## src/rtl/stopwatch_pkg.sv

```systemverilog
// Shared definitions for the stopwatch: FSM state encodings, BCD digit type,
// digit limits and the digit-position helper used by the counter.
package stopwatch_pkg;

    // One-hot states driven by the stopwatch control FSM.
    typedef enum logic [2:0] {
        IDLE    = 3'b100,
        CLEAR   = 3'b010,
        RUNNING = 3'b001
    } state_e;

    typedef logic [3:0] bcd_t;

    localparam bcd_t DIGIT_MAX_9 = 4'd9;
    localparam bcd_t DIGIT_MAX_5 = 4'd5;

    // Digit positions, least significant first: hs_ones, hs_tens, s_ones,
    // s_tens, m_ones, m_tens.
    localparam int NUM_DIGITS = 6;

    // Tens-of-seconds and tens-of-minutes roll over at 5; every other digit at 9.
    function automatic bcd_t digit_max(input int idx);
        return ((idx == 3) || (idx == 5)) ? DIGIT_MAX_5 : DIGIT_MAX_9;
    endfunction

endpackage

```

## src/rtl/stopwatch_counter_digit.sv

```systemverilog
// Single BCD digit with synchronous clear and carry-in. The carry-out is
// combinational so a whole chain of digits resolves on one edge.
module bcd_digit
    import stopwatch_pkg::*;
#(
    parameter bcd_t MAX = DIGIT_MAX_9
) (
    input  logic clk,
    input  logic rst,
    input  logic clr,
    input  logic en,
    output bcd_t q,
    output logic co
);

    bcd_t q_reg;
    bcd_t q_next;

    // Next digit value: clear wins, otherwise step with rollover at MAX.
    always_comb begin
        q_next = q_reg;
        if (clr) begin
            q_next = '0;
        end else if (en) begin
            q_next = (q_reg == MAX) ? bcd_t'(0) : bcd_t'(q_reg + 4'd1);
        end
    end

    // Digit register with active-low synchronous reset.
    always_ff @(posedge clk) begin
        if (!rst) begin
            q_reg <= '0;
        end else begin
            q_reg <= q_next;
        end
    end

    assign q  = q_reg;
    assign co = en && (q_reg == MAX);

endmodule

```

## src/rtl/stopwatch_counter.sv

```systemverilog
// Stopwatch time base: divides clk down to a TICK_HZ tick and keeps an
// MM:SS.hh BCD count that runs, holds or clears according to the FSM state.
module stopwatch_counter
    import stopwatch_pkg::*;
#(
    parameter int CLK_HZ  = 10_000_000,
    parameter int TICK_HZ = 100
) (
    input  logic       clk,
    input  logic       rst,
    input  logic [2:0] state,
    output logic [3:0] hs_ones,
    output logic [3:0] hs_tens,
    output logic [3:0] s_ones,
    output logic [3:0] s_tens,
    output logic [3:0] m_ones,
    output logic [3:0] m_tens,
    output logic       tick,
    output logic       wrap
);

    localparam int DIV = CLK_HZ / TICK_HZ;
    localparam int PW  = (DIV > 1) ? $clog2(DIV) : 1;
    localparam logic [PW-1:0] PS_LAST = PW'(DIV - 1);

    logic          run_cmd;
    logic          clr_cmd;
    logic [PW-1:0] ps_reg;
    logic [PW-1:0] ps_next;
    logic          tick_reg;
    logic          tick_next;
    logic          wrap_reg;
    logic          wrap_next;

    // carry[0] is the tick into hs_ones; carry[NUM_DIGITS] is the full wrap.
    logic [NUM_DIGITS:0] carry;
    bcd_t                digit_q [NUM_DIGITS];

    // Decode the state; anything that is not exactly RUNNING or CLEAR holds.
    always_comb begin
        run_cmd = (state == RUNNING);
        clr_cmd = (state == CLEAR);
    end

    // Prescaler next value and the tick/wrap that land on the same edge.
    always_comb begin
        ps_next   = ps_reg;
        tick_next = 1'b0;
        if (clr_cmd) begin
            ps_next = '0;
        end else if (run_cmd) begin
            if (ps_reg == PS_LAST) begin
                ps_next   = '0;
                tick_next = 1'b1;
            end else begin
                ps_next = ps_reg + PW'(1);
            end
        end
        wrap_next = carry[NUM_DIGITS];
    end

    // Prescaler and output pulse registers.
    always_ff @(posedge clk) begin
        if (!rst) begin
            ps_reg   <= '0;
            tick_reg <= 1'b0;
            wrap_reg <= 1'b0;
        end else begin
            ps_reg   <= ps_next;
            tick_reg <= tick_next;
            wrap_reg <= wrap_next;
        end
    end

    assign carry[0] = tick_next;

    generate
        for (genvar gi = 0; gi < NUM_DIGITS; gi++) begin : g_digit
            bcd_digit #(
                .MAX(digit_max(gi))
            ) u_digit (
                .clk(clk),
                .rst(rst),
                .clr(clr_cmd),
                .en (carry[gi]),
                .q  (digit_q[gi]),
                .co (carry[gi+1])
            );
        end
    endgenerate

    assign hs_ones = digit_q[0];
    assign hs_tens = digit_q[1];
    assign s_ones  = digit_q[2];
    assign s_tens  = digit_q[3];
    assign m_ones  = digit_q[4];
    assign m_tens  = digit_q[5];
    assign tick    = tick_reg;
    assign wrap    = wrap_reg;

endmodule

```

## config.mk

```make
export PLATFORM = sky130hd
export DESIGN_NAME = stopwatch_counter
export DESIGN_NICKNAME = d
export VERILOG_FILES = /design/src/rtl/stopwatch_pkg.sv /design/src/rtl/stopwatch_counter_digit.sv /design/src/rtl/stopwatch_counter.sv
export SDC_FILE = /design/constraint.sdc
export NUM_CORES = 1
export LEC_CHECK = 0
export BUFFER_PORTS_ARGS = -buffer_cell sky130_fd_sc_hd__buf_2
export CELL_PAD_IN_SITES_DETAIL_PLACEMENT = 1
export CELL_PAD_IN_SITES_GLOBAL_PLACEMENT = 1
export CORE_MARGIN = 2
export CORE_UTILIZATION = 45
export DETAILED_ROUTE_END_ITERATION = 6
export GPL_TIMING_DRIVEN = 0
export MAX_ROUTING_LAYER = met4
export PLACE_DENSITY = 0.94
export REMOVE_ABC_BUFFERS = 1
export SLEW_MARGIN = 0
export SYNTH_ARGS = -nofsm -noshare
export SYNTH_HDL_FRONTEND = slang
export SYNTH_SLANG_ARGS = --single-unit
export TNS_END_PERCENT = 1
```

## constraint.sdc

```tcl
create_clock -name clk -period 3.4 [get_ports clk]
set_input_delay 0.34 -clock clk [delete_from_list [all_inputs] [get_ports clk]]
set_output_delay 0.34 -clock clk [all_outputs]
set_load 0.02 [all_outputs]
```

==> impl_metrics.ini <==
[yosys]
avgSynthCellArea_sq_um = 8.418
yosys_register_bits = 43
synth_area_leaders = dfxtp_1 41%, xnor2_1 7.1%, nor2_1 5.9%, a21oi_1 4.3%, nand3_1 2.9%
netlist.area_leader.share_pct = 40.90
yosysWarnings = 0
ys.flop_type = dfxtp_1
synth-edff-count = 0
synth_top_cell_by_area = dfxtp_1
ys_seq_area_share_pct = 40.90
synth_area_sq_mm = 0.002105
yosysUniqueCellTypes = 40
ys_async_sr_fraction_pct = 0
netlist_instances = 250

[critical_path]
crit_fanout = 14
path_delay_family = simple AND/OR/NAND/NOR gates
endpoint_kind = register
worst_path_largest_cell_delay_ns = 0.80
path_cells = nor4b_2 > nand4_1 > or4_4 > or4b_1 > a21oi_1
cp_slowest_cell = or4_4
worst-endpoint-arrival_ns = 3.14
cp-start-kind = register
critPathBufInv = 0
required_ns = 3.65
critPathKind = register to register

[sta]
setup-violations-final = 0
skew_ns = 0.01096
fmaxAchievable_mhz = 345.7
hold_viol_final = 0
min_period_over_period_pct = 85.07
slew_violations = 0
relSlewSlack_pct = 55.59
worstMarginPinSlew_ns = 0.6642
period_minus_slack_ns = 2.892
setup_tns_ns = 0
fin_ws_ns = 0.5076
grt_setup_unrepaired = no

[power_and_ir_drop]
max-vdd-ir-drop_uv = 298.9
power.leakage_nw = 0.8473
power_density_mw_per_mm2 = 391.8

[route]
via_count = 1926
avgViaCountPerCell = 5.749
drt-total-wl_um = 5220
drt_iter0_markers = 63
drtPass1Iterations = 4
drc = 0
wl_per_cell_um = 15.58
ant_nets = 0

[hold_path]
hp-class = input port to register

[die]
dieArea_sq_mm = 0.005240
core_sq_mm = 0.004444
die_x_um = 72.39
num_rows = 24
ios = 31
floorplan.initialDensity_pct = 47.35
fp.dieH_um = 72.39

[cts]
clk_path_buf_depth = 2
path_clk_slew_ns = 0.09
cts_tree = yes
cts_sinks = 43
cts-root-buf = clkbuf_8
cts_buffers = 5
cts_setup_buffers = 0
h-tree-depth = 2
cts_resized = 0
insertion_delay_ns = 0.31
cts_hold_buf = 0

[grt]
grt-ovfl-total = 0
grt_pass1_vias = 1963
grt_use_total_pct = 22.76
antenna_found_initial = 0
grt_max_degree = 17
grt_pass1_wl_um = 9156

[placement]
post-dp-hpwl_um = 3732
portBuffers = 30
dp_slack_ns = 0.5740
place_congestion = 0.7945

[finish]
fillers = 556
syn2layout_area_growth_pct = 15.76
largest_reg_flops = 24
final_layout_size_suffix_gt1_share_pct = 17.67
final_nets = 288
final_cell_mix = 43 x dfxtp_1, 33 x nor2_1, 30 x buf_2, 18 x a21oi_1, 17 x xnor2_1
final_common_cell = dfxtp_1
diodes = 0

[run_status]
outcome = completed

[flow_run]
maxCapViolCount = 0
worst register-to-register path: stages, from the launching register on:
cell	delay, ns
dfxtp_1	0.37
nor4b_2	0.39
nand4_1	0.61
or4_4	0.81
or4b_1	0.50
a21oi_1	0.16
metal layers:
metal	GRT usage, %	up-vias	routed length [um]
met5	-	-	0
met4	8.436	0	82
met3	4.444	7	145
met2	39.86	26	2727
met1	25.67	949	2265
li1	-	944	-
cells by family (layout without fill, tap and decap cells):
family                     after synthesis  after routing  share of synthesized area, %
and+or+nand+nor                        128            128                         34.60
DFF                                     43             43                         40.90
AOI/OAI and AO/OA                       37             37                         10.11
xor gates and xnor gates                22             22                         9.156
buffers and inverters                   16             49                         3.211
muxes                                    3              3                         1.427
adders and majority gates                1              1                        0.5944
stage by stage:
stage / power [mW] / std cells / utilization (%) / area, sq um / hold slack, ns
2_1_floorplan: 0.5268 / 244 / - / 2074 / 0.4444
3_3_place_gp: 0.5347 / 326 / 51.52 / 2290 / 0.4570
3_5_place_dp: 0.5396 / 327 / 52.17 / 2318 / 0.4872
4_1_cts: 0.9591 / 335 / 54.81 / 2436 / 0.3273
5_1_grt: 0.9830 / 335 / 54.81 / 2436 / 0.3509
6_report: 0.9544 / 335 / 54.81 / 2436 / 0.3221
cells in the mapped netlist, types with 6 or more instances:
master   number
a21oi_1      18
and2_1        6
dfxtp_1      43
inv_1        10
nand2_1      16
nand3_1      12
nand4_1       8
nor2_1       33
nor2b_1       7
nor3_1        8
o21ai_0       8
xnor2_1      17
area by class of cell:
cell class | instances | area (sq um) | share of cell area (%)
clock buffer | 6 | 82.58 | 3.390
clock inverter | 2 | 35.03 | 1.438
inverter | 10 | 37.54 | 1.541
multi-input combinational | 191 | 1190 | 48.84
sequential | 43 | 860.8 | 35.34
tap | 52 | 65.06 | 2.671
timing repair buffer | 31 | 165.2 | 6.780
power by group:
part / switching, mW / internal (mW) / leakage (nW)
combinational: 0.0160 / 0.00731 / 0.440
sequential: 0.000597 / 0.504 / 0.346
clock: 0.189 / 0.238 / 0.0612
path summary, 6_finish.rpt:
kind / cells past startpoint / endpoint / slack [ns] / startpoint
max reg2reg: 5 / g_digit[5].u_digit.q[2] / 0.51 / ps_reg[12]
max: 5 / g_digit[5].u_digit.q[2] / 0.51 / ps_reg[12]
min: 2 / tick / 0.32 / rst
min reg2reg: 2 / ps_reg[0] / 0.49 / ps_reg[0]
Note: power is estimated with default switching activity, not from simulation.
